[src/rtl/aud_rec_sram_writer_if.sv]
// SRAM write port of the audio recorder: word address, sample word and write strobe.
interface aud_rec_sram_writer_if;
    // o_we is a one-cycle strobe qualifying o_address/o_data; the SRAM has no ready
    // and must accept every strobe, so there is no backpressure on this port.
    logic [19:0] o_address;
    logic [15:0] o_data;
    logic        o_we;

    modport master (output o_address, output o_data, output o_we);
    modport slave  (input  o_address, input  o_data, input  o_we);
endinterface

[src/rtl/aud_rec_sram_writer.sv]
// Captures WM8731 I2S ADC samples (left only, or left+right with AUD_REC_STEREO_EN)
// and writes one 16-bit word per sample to consecutive SRAM addresses.
module aud_rec_sram_writer #(
    parameter logic [19:0] ADDR_MAX = 20'hFFFFF
) (
    input  logic                         i_AUD_BCLK,
    input  logic                         i_rst_n,
    input  logic                         i_lrc,
    input  logic                         i_data,
    input  logic                         i_start,
    input  logic                         i_pause,
    input  logic                         i_stop,
    aud_rec_sram_writer_if.master        sram,
    output logic [19:0]                  o_length,
    output logic                         o_recording,
    output logic                         o_full,
    output logic [2:0]                   o_state
);
    typedef enum logic [2:0] {
        S_IDLE, S_WAIT_LR, S_CAPTURE, S_WRITE, S_PAUSED, S_FULL
    } state_t;

    state_t      state_q, state_d;
    logic        lrc_d_q, lrc_d_d;
    logic [15:0] shift_q, shift_d;
    logic [3:0]  bit_cnt_q, bit_cnt_d;
    logic [19:0] addr_q, addr_d;
    logic [19:0] len_q, len_d;
    logic [15:0] data_q, data_d;
    logic        we_q, we_d;
    logic        rec_q, rec_d;
    logic        full_q, full_d;
    logic        rst_meta_q, rst_core_q;
    logic        frame_start;

    // Reset asserts immediately but is released two clock edges after i_rst_n drops.
    always_ff @(posedge i_AUD_BCLK or posedge i_rst_n) begin
        if (i_rst_n) begin
            rst_meta_q <= 1'b1;
            rst_core_q <= 1'b1;
        end else begin
            rst_meta_q <= 1'b0;
            rst_core_q <= rst_meta_q;
        end
    end

`ifdef AUD_REC_STEREO_EN
    assign frame_start = lrc_d_q ^ i_lrc;
`else
    assign frame_start = lrc_d_q & ~i_lrc;
`endif

    always_comb begin
        state_d   = state_q;
        lrc_d_d   = i_lrc;
        shift_d   = shift_q;
        bit_cnt_d = bit_cnt_q;
        addr_d    = addr_q;
        len_d     = len_q;
        data_d    = data_q;
        we_d      = 1'b0;
        case (state_q)
            S_IDLE: begin
                if (i_start) begin
                    addr_d  = 20'd0;
                    len_d   = 20'd0;
                    state_d = S_WAIT_LR;
                end
            end
            S_WAIT_LR: begin
                if (i_stop)           state_d = S_IDLE;
                else if (i_pause)     state_d = S_PAUSED;
                else if (frame_start) begin
                    // This cycle is the I2S one-bit delay slot; MSB arrives next cycle.
                    state_d   = S_CAPTURE;
                    bit_cnt_d = 4'd0;
                end
            end
            S_CAPTURE: begin
                if (i_stop)       state_d = S_IDLE;
                else if (i_pause) state_d = S_PAUSED;
                else begin
                    shift_d   = {shift_q[14:0], i_data};
                    bit_cnt_d = bit_cnt_q + 4'd1;
                    if (bit_cnt_q == 4'd15) begin
                        state_d = S_WRITE;
                        data_d  = shift_d;
                        we_d    = 1'b1;
                        len_d   = len_q + 20'd1;
                    end
                end
            end
            S_WRITE: begin
                // The strobe is already on the bus this cycle, so a pause still keeps the word.
                if (i_stop)                    state_d = S_IDLE;
                else if (addr_q == ADDR_MAX)   state_d = S_FULL;
                else begin
                    addr_d  = addr_q + 20'd1;
                    state_d = i_pause ? S_PAUSED : S_WAIT_LR;
                end
            end
            S_PAUSED: begin
                if (i_stop)       state_d = S_IDLE;
                else if (i_start) state_d = S_WAIT_LR;
            end
            S_FULL: begin
                if (i_stop) state_d = S_IDLE;
            end
            default: state_d = S_IDLE;
        endcase
        rec_d  = (state_d == S_WAIT_LR) || (state_d == S_CAPTURE) || (state_d == S_WRITE);
        full_d = (state_d == S_FULL);
    end

    always_ff @(posedge i_AUD_BCLK or posedge rst_core_q) begin
        if (rst_core_q) begin
            state_q   <= S_IDLE;
            lrc_d_q   <= 1'b0;
            shift_q   <= 16'd0;
            bit_cnt_q <= 4'd0;
            addr_q    <= 20'd0;
            len_q     <= 20'd0;
            data_q    <= 16'd0;
            we_q      <= 1'b0;
            rec_q     <= 1'b0;
            full_q    <= 1'b0;
        end else begin
            state_q   <= state_d;
            lrc_d_q   <= lrc_d_d;
            shift_q   <= shift_d;
            bit_cnt_q <= bit_cnt_d;
            addr_q    <= addr_d;
            len_q     <= len_d;
            data_q    <= data_d;
            we_q      <= we_d;
            rec_q     <= rec_d;
            full_q    <= full_d;
        end
    end

    assign sram.o_address = addr_q;
    assign sram.o_data    = data_q;
    assign sram.o_we      = we_q;
    assign o_length       = len_q;
    assign o_recording    = rec_q;
    assign o_full         = full_q;
    assign o_state        = state_q;
endmodule

[src/flat_wrapper.sv]
// flat-port wrapper written by rule: the top's interface ports become plain ports
module aud_rec_sram_writer_flat 
#(
    parameter logic [19:0] ADDR_MAX = 20'hFFFFF
)
  (i_AUD_BCLK, i_rst_n, i_lrc, i_data, i_start, i_pause, i_stop, o_length, o_recording, o_full, o_state, sram_o_address, sram_o_data, sram_o_we);
  aud_rec_sram_writer_if sram_i ();
  input  logic i_AUD_BCLK;
  input  logic i_rst_n;
  input  logic i_lrc;
  input  logic i_data;
  input  logic i_start;
  input  logic i_pause;
  input  logic i_stop;
  output logic [19:0] o_length;
  output logic o_recording;
  output logic o_full;
  output logic [2:0] o_state;
  output wire logic [$bits(sram_i.o_address)-1:0] sram_o_address;
  output wire logic [$bits(sram_i.o_data)-1:0] sram_o_data;
  output wire logic [$bits(sram_i.o_we)-1:0] sram_o_we;
  assign sram_o_address = sram_i.o_address;
  assign sram_o_data = sram_i.o_data;
  assign sram_o_we = sram_i.o_we;
  aud_rec_sram_writer #(.ADDR_MAX(ADDR_MAX)) u_core (.i_AUD_BCLK(i_AUD_BCLK), .i_rst_n(i_rst_n), .i_lrc(i_lrc), .i_data(i_data), .i_start(i_start), .i_pause(i_pause), .i_stop(i_stop), .sram(sram_i), .o_length(o_length), .o_recording(o_recording), .o_full(o_full), .o_state(o_state));
endmodule
[config.mk]
export PLATFORM = sky130hd
export DESIGN_NAME = aud_rec_sram_writer_flat
export DESIGN_NICKNAME = d
export VERILOG_FILES = /design/src/rtl/aud_rec_sram_writer_if.sv /design/src/rtl/aud_rec_sram_writer.sv /design/src/flat_wrapper.sv
export SDC_FILE = /design/constraint.sdc
export NUM_CORES = 1
export LEC_CHECK = 0
export CAP_MARGIN = 10
export CORE_UTILIZATION = 50
export CTS_BUF_LIST = sky130_fd_sc_hd__clkbuf_4 sky130_fd_sc_hd__clkbuf_8
export DETAILED_ROUTE_END_ITERATION = 16
export PLACE_DENSITY = 0.75
export SLEW_MARGIN = 15
export SYNTH_ARGS = -nofsm -noshare
export SYNTH_HDL_FRONTEND = slang
export SYNTH_SLANG_ARGS = --single-unit
[constraint.sdc]
create_clock -name i_AUD_BCLK -period 2.5 [get_ports i_AUD_BCLK]
set_clock_uncertainty 0.1 [all_clocks]
set_input_delay 0.25 -clock i_AUD_BCLK [delete_from_list [all_inputs] [get_ports i_AUD_BCLK]]
set_output_delay 0.25 -clock i_AUD_BCLK [all_outputs]
set_load 0.005 [all_outputs]
==> metrics.csv, run 1 <==
stage,metric,value,unit
setup_path,Worst Setup Start Kind,flop,
pwr,combinational share of power,11.2,%
global_route,Overflow after GRT,0,
placement,dpl cell area,4940,sq um
placement,Inst Count DP,594,
detailed_routing,DRT Wirelength,8.66,mm
clock_tree,Worst-Skew Late Latency,360,ps
clock_tree,CTS tree,done,
pwr,register share of total power,52.7,%
logic_synthesis,#FFs+latches synth,84,
setup_path,Setup crit end kind,flop,
pwr,PwrDens,528,nW/um^2
clock_tree,CTS root buf,clkbuf_8,
detailed_routing,initial drt markers,138,
timing,final slew viol count,0,
logic_synthesis,Yosys top cell area share,49.7,%
clock_tree,cts bufs inserted,9,
detailed_routing,DR WL/cell,14.2,um
placement,gp weighted congestion,0.868,
hold_path,Hold Crit Class,primary input to asynchronous set/reset pin,
final_layout,n_diodes,0,
setup_path,Crit Path Class,flop to flop,
pwr,Psw,730,uW
global_route,GRT Util Overall,21.8,%
floorplan,IO Count,69,
pwr,Worst VDD drop,0.381,mV
global_route,vias in the first global route,3177,
timing,Final Cycle Share,90.8,%
timing,TNS Setup,0,ps
logic_synthesis,Unique masters post-synth,61,
final_layout,Final Cell Area,5140,sq um
pwr,Sw Ratio,26.9,%
global_route,first-pass GRT wire length,14.9,mm
global_route,largest net degree at the start of global routing,37,
logic_synthesis,Synth Flop Type,dfrtp_1,
final_layout,multi-input logic area,1850,sq um
placement,Port Buffer Count,68,
detailed_routing,Routed Antenna Nets,0,
clock_tree,htree depth,3,
timing,RSZ-0062 raised after global routing,no,
logic_synthesis,"EDFF count, synth",0,
timing,Final Critical Period,2270,ps
clock_tree,TritonCTS Sinks,84,
final_layout,NumNets Final,513,
final_layout,P&R area growth vs syn,24.6,%
timing,highest clock rate,0.440,GHz
logic_synthesis,Gate Count Post-Synth,429,
logic_synthesis,sequential area share after synthesis,51.0,%
pwr,clock share of power,36.1,%
clock_tree,CTS max path bufs,2,
timing,hold_ws,104,ps
job,max cap viols,0,
clock_tree,"CTS clk-pin slew, worst paths",100,ps
final_layout,"commonest non-fill, non-tap cell in the layout",nand2_1,
floorplan,Die H,92.8,um
final_layout,layout cells sized above 1,11.0,%
global_route,antenna violations before repair,0,
outcome,result of the run,finished clean,
placement,DP Wirelength,6.22,mm
logic_synthesis,Mean Syn Cell Area,9.62,sq um
logic_synthesis,YS warnings,0,
detailed_routing,First-pass DRT Iterations,5,
detailed_routing,via count,3251,
clock_tree,Post-CTS Hold Buffers,0,
final_layout,Finished Layout Cells,610,
timing,Final setup viols,0,
floorplan,CORE AREA,7850,sq um
setup_path,CP required,2700,ps
pwr,Int Power,1980,uW
clock_tree,total of cells resized after clock tree synthesis,0,
logic_synthesis,"Cell Area, Synth",4130,sq um
logic_synthesis,synth top area cells,"dfrtp_1 50%, nand2_1 10%, xnor2_1 4.9%, nor2_1 4.3%, xor2_1 2.3%",
pwr,P_leak,0.00231,uW
clock_tree,"Setup Fix Bufs, Post-CTS",0,
floorplan,Site Rows,32,
timing,Slew HR,45.2,%
floorplan,die area,8620,sq um
final_layout,most frequent cells in the layout,"114 x nand2_1, 82 x dfrtp_1, 68 x clkdlybuf4s50_1",
detailed_routing,Via density,5.33,
timing,slew of the pin with the lowest slew margin,814,ps
logic_synthesis,Synth area leader,dfrtp_1,
logic_synthesis,share of async-settable or async-resettable flops after synthesis,100,%
floorplan,Starting Density,52.6,%
final_layout,Fillers,662,
floorplan,width of the chip,92.8,um
timing,final hold viol count,0,
detailed_routing,DRC Markers,0,
logic_synthesis,post-synth net total,439,
final_layout,FF/Latch Area,2100,sq um
setup_path,Critical Path AT,2470,ps
setup_path,Worst Path Max Fanout,12,
## flip-flops by register name (all words and copies together) (netlist names)
signal / count
u_core.sram.o_address: 20
u_core.rst_meta_q: 1
u_core.o_full: 1
u_core.sram.o_we: 1
u_core.sram.o_data: 16
u_core.o_state: 3
u_core.o_length: 20
u_core.bit_cnt_q: 4
u_core.o_recording: 1
u_core.lrc_d_q: 1
u_core.rst_core_q: 1
u_core.shift_q: 15
## synthesized netlist by cell type, types with 2 or more instances
cell,n
nand4_1,8
a21oi_1,7
xor2_1,11
nor4_1,4
or3_1,4
nor2_1,47
inv_1,11
o21bai_1,2
nand4b_1,3
nor4_2,2
clkbuf_1,5
dfstp_2,2
o21ai_0,8
a31oi_1,3
or4_1,2
o21ai_1,2
nand3_1,8
nand2_1,114
nor3_2,3
and3_1,6
a211oi_1,5
nand3b_1,2
and4_1,5
nand2b_1,3
nor3_1,6
xnor2_1,23
buf_4,5
ha_1,3
buf_2,5
and2_1,2
dfrtp_1,82
buf_1,3
mux2_1,2
buf_6,3
o2111ai_1,2
## worst max-delay path: stages (launching register included)
cell       delay (ps)
dfrtp_1           560
nor4b_4           600
o2111ai_4         270
a2111o_1          450
xor2_1            140
nor2_1             90
## final cells by class
cell class                 count  area share [%]
multi-input combinational    313            36.0
inverter                      11           0.876
timing repair buffer          84            15.8
clock buffer                   9            2.41
sequential                    84            40.9
tap                          102            2.48
clock inverter                 7            1.44
## worst paths after layout
| path | from | to | slack (ps) | depth (start not counted) |
|---|---|---|---|---|
| min | i_rst_n | u_core.rst_core_q$_DFF_PP1_ | 100 | 2 |
| min reg2reg | u_core.rst_core_q$_DFF_PP1_ | u_core.sram.o_address[9]$_DFFE_PP0P_ | 260 | 1 |
| max reg2reg | u_core.o_state[1]$_DFF_PP0_ | u_core.sram.o_address[19]$_DFFE_PP0P_ | 230 | 5 |
| min in group i_AUD_BCLK | u_core.rst_meta_q$_DFF_PP1_ | u_core.rst_core_q$_DFF_PP1_ | 260 | 0 |
| max | u_core.o_state[1]$_DFF_PP0_ | u_core.sram.o_address[19]$_DFFE_PP0P_ | 230 | 5 |
| max in group asynchronous | u_core.rst_core_q$_DFF_PP1_ | u_core.shift_q[14]$_DFFE_PP0P_ | 1380 | 2 |
## power groups by stage
| stage | Clock [uW] | Combinational, uW | Sequential, uW |
|---|---|---|---|
| final | 980 | 304 | 1430 |
| after global placement | 0 | 304 | 1460 |
| after detailed placement | 0 | 308 | 1460 |
| after CTS | 997 | 309 | 1430 |
| after floorplan | 0 | 222 | 1440 |
| after global routing | 1050 | 333 | 1440 |
## metrics by stage
step                setup WS (ps)  total power [uW]  util, %
floorplan                     494              1660        -
global route                 89.2              2820     65.5
detailed placement            103              1760     63.0
global placement              210              1760     63.0
CTS                           229              2740     65.5
finish                        230              2710     65.5
## kinds of logic after synthesis
group / Yosys count / synth area share (%)
AOI/OAI and AO/OA: 41 / 8.10
xor gates and xnor gates: 34 / 7.22
adders and majority gates: 3 / 0.910
buffers and inverters: 32 / 4.06
DFF: 84 / 51.0
muxes: 3 / 0.789
other: 1 / 0.0909
and+or+nand+nor: 231 / 27.8
## per-layer routing
metal	wire length, um	vias up	track usage [%]
li1	-	1592	-
met3	372	14	3.45
met2	4070	75	34.4
met1	4070	1570	30.2
met4	140	0	8.21
met5	0	-	0
Power figures use the tool's default switching activity.
==> run 2, diff against run 1 <==
- CORE_MARGIN: not set -> 10
==> run 2 against run 1 <==
Net effect:
- global-route usage down 7.1 points
- register-to-register slack worse by 40 ps
- first-iteration DRC count shrank 12%
- sequential share of layout area fell by 0.29 points
==> metrics.csv, run 2 (synthesis gave the netlist of run 1 again) <==
stage,metric,value,unit
setup_path,CP endpoint,u_core.sram.o_address[16]$_DFFE_PP0P_,
floorplan,CORE AREA,8130,sq um
setup_path,Crit Path Class,flop to flop,
clock_tree,htree depth,3,
clock_tree,CTS max path bufs,2,
placement,Inst Count DP,595,
placement,gp weighted congestion,0.840,
floorplan,IO Count,69,
detailed_routing,Via density,5.28,
detailed_routing,initial drt markers,121,
global_route,largest net degree at the start of global routing,55,
outcome,result of the run,finished clean,
global_route,antenna violations before repair,0,
clock_tree,CTS tree,done,
final_layout,Fillers,677,
placement,Port Buffer Count,68,
clock_tree,Post-CTS Hold Buffers,0,
clock_tree,"Setup Fix Bufs, Post-CTS",0,
timing,slew of the pin with the lowest slew margin,773,ps
setup_path,Critical-path top delay cell,dfrtp_1,
setup_path,CP required,2630,ps
timing,TNS Setup,0,ps
detailed_routing,Routed Antenna Nets,0,
clock_tree,"CTS clk-pin slew, worst paths",80,ps
floorplan,Die H,111,um
global_route,GR peak layer,met2,
final_layout,n_diodes,0,
timing,RSZ-0062 raised after global routing,no,
setup_path,max incr delay on CP,580,ps
setup_path,Crit path depth,6,
global_route,met3 usage,5.09,%
clock_tree,CTS root buf,clkbuf_8,
placement,DP Wirelength,6.59,mm
timing,final hold viol count,0,
final_layout,"commonest non-fill, non-tap cell in the layout",nand2_1,
global_route,GRT Util Overall,14.7,%
global_route,M2 GR Usage,24.4,%
timing,final slew viol count,0,
pwr,PwrDens,560,nW/um^2
setup_path,r2r setup slk,190,ps
detailed_routing,DRT Wirelength,8.92,mm
setup_path,Worst Setup Start Kind,flop,
timing,highest clock rate,0.433,GHz
final_layout,Finished Layout Cells,611,
clock_tree,TritonCTS Sinks,84,
hold_path,Hold Crit Class,primary input to asynchronous set/reset pin,
global_route,first-pass GRT wire length,15.5,mm
setup_path,RR Endpoint,u_core.sram.o_address[16]$_DFFE_PP0P_,
clock_tree,Worst-Skew Late Latency,350,ps
detailed_routing,via count,3224,
floorplan,Starting Density,50.7,%
pwr,Worst VDD drop,0.368,mV
timing,Slew HR,48.0,%
setup_path,Worst R2R Path Depth,6,
global_route,vias in the first global route,3228,
timing,Final Critical Period,2310,ps
timing,Final setup viols,0,
pwr,P_leak,0.00232,uW
final_layout,most frequent cells in the layout,"114 x nand2_1, 82 x dfrtp_1, 68 x clkdlybuf4s50_1",
job,max cap viols,0,
final_layout,P&R area growth vs syn,25.5,%
setup_path,crit path from,u_core.o_state[2]$_DFF_PP0_,
setup_path,cell breakdown of the critical path,nor4b_4 -> buf_4 -> o2111ai_2 -> nor3_1 -> xnor2_1 -> nor2_1,
floorplan,width of the chip,111,um
setup_path,Worst Path Max Fanout,26,
detailed_routing,First-pass DRT Iterations,4,
setup_path,Crit path max-delay family,simple AND/OR/NAND/NOR gates,
floorplan,Site Rows,33,
final_layout,NumNets Final,511,
floorplan,die area,12300,sq um
clock_tree,total of cells resized after clock tree synthesis,0,
global_route,grt met1 use,17.3,%
clock_tree,cts bufs inserted,9,
final_layout,layout cells sized above 1,10.7,%
setup_path,worst path buffer plus inverter count,1,
setup_path,Setup crit end kind,flop,
detailed_routing,DRC Markers,0,
setup_path,Critical Path AT,2440,ps
detailed_routing,DR WL/cell,14.6,um
timing,Final Cycle Share,92.4,%
setup_path,FF-to-FF Start,u_core.o_state[2]$_DFF_PP0_,
global_route,Overflow after GRT,0,
-- run 2: metrics by stage --
stage          cell area (sq um)  util [%]  total power (uW)  setup WS [ps]  hold WS [ps]
2_1_floorplan               4130         -              1660            494          61.5
4_1_cts                     5180      63.7              2920            220          94.6
6_report                    5180      63.7              2900            190           105
3_3_place_gp                4930      60.6              1750            216           247
3_5_place_dp                4930      60.6              1750           98.4           249
5_1_grt                     5180      63.7              3010           31.3           108
-- run 2: worst min path at each step --
stage	startpoint	to	slack (ps)	cells after the start
2_1_floorplan	i_rst_n	u_core.rst_core_q$_DFF_PP1_	60	1
3_3_place_gp	u_core.rst_core_q$_DFF_PP1_	u_core.sram.o_address[0]$_DFFE_PP0P_	250	1
3_5_place_dp	u_core.rst_meta_q$_DFF_PP1_	u_core.rst_core_q$_DFF_PP1_	250	0
4_1_cts	i_rst_n	u_core.rst_meta_q$_DFF_PP1_	90	2
5_1_grt	i_rst_n	u_core.rst_meta_q$_DFF_PP1_	110	2
6_report	i_rst_n	u_core.rst_meta_q$_DFF_PP1_	110	2
-- run 2: where the power goes --
group	switching [uW]	internal, uW	total (uW)
Sequential	38.4	1390	1430
Combinational	176	121	296
Clock	503	671	1170
-- run 2: cell type report --
type / count / area (sq um) / share of cell area [%]
clock buffer: 9 / 124 / 2.39
multi-input combinational: 313 / 1850 / 35.8
sequential: 84 / 2100 / 40.6
tap: 105 / 131 / 2.54
timing repair buffer: 82 / 798 / 15.4
clock inverter: 7 / 121 / 2.34
inverter: 11 / 45.0 / 0.870
-- run 2: worst register-to-register path: stages (launching register included) --
cell and delay [ps]:
dfrtp_1 580, nor4b_4 460, buf_4 360, o2111ai_2 240
nor3_1 240, xnor2_1 150, nor2_1 50
-- run 2: per-layer routing --
layer / share of wire [%] / up-vias
met1: 44 / 1544
met3: 6.9 / 15
li1: - / 1591
met5: 0 / -
met4: 1.6 / 0
met2: 47 / 74
==> run 3, diff against run 2 <==
- SLEW_MARGIN: 15 -> 20
==> results of run 3 <==
Final layout, timing and power as in run 2 (identical DEF).
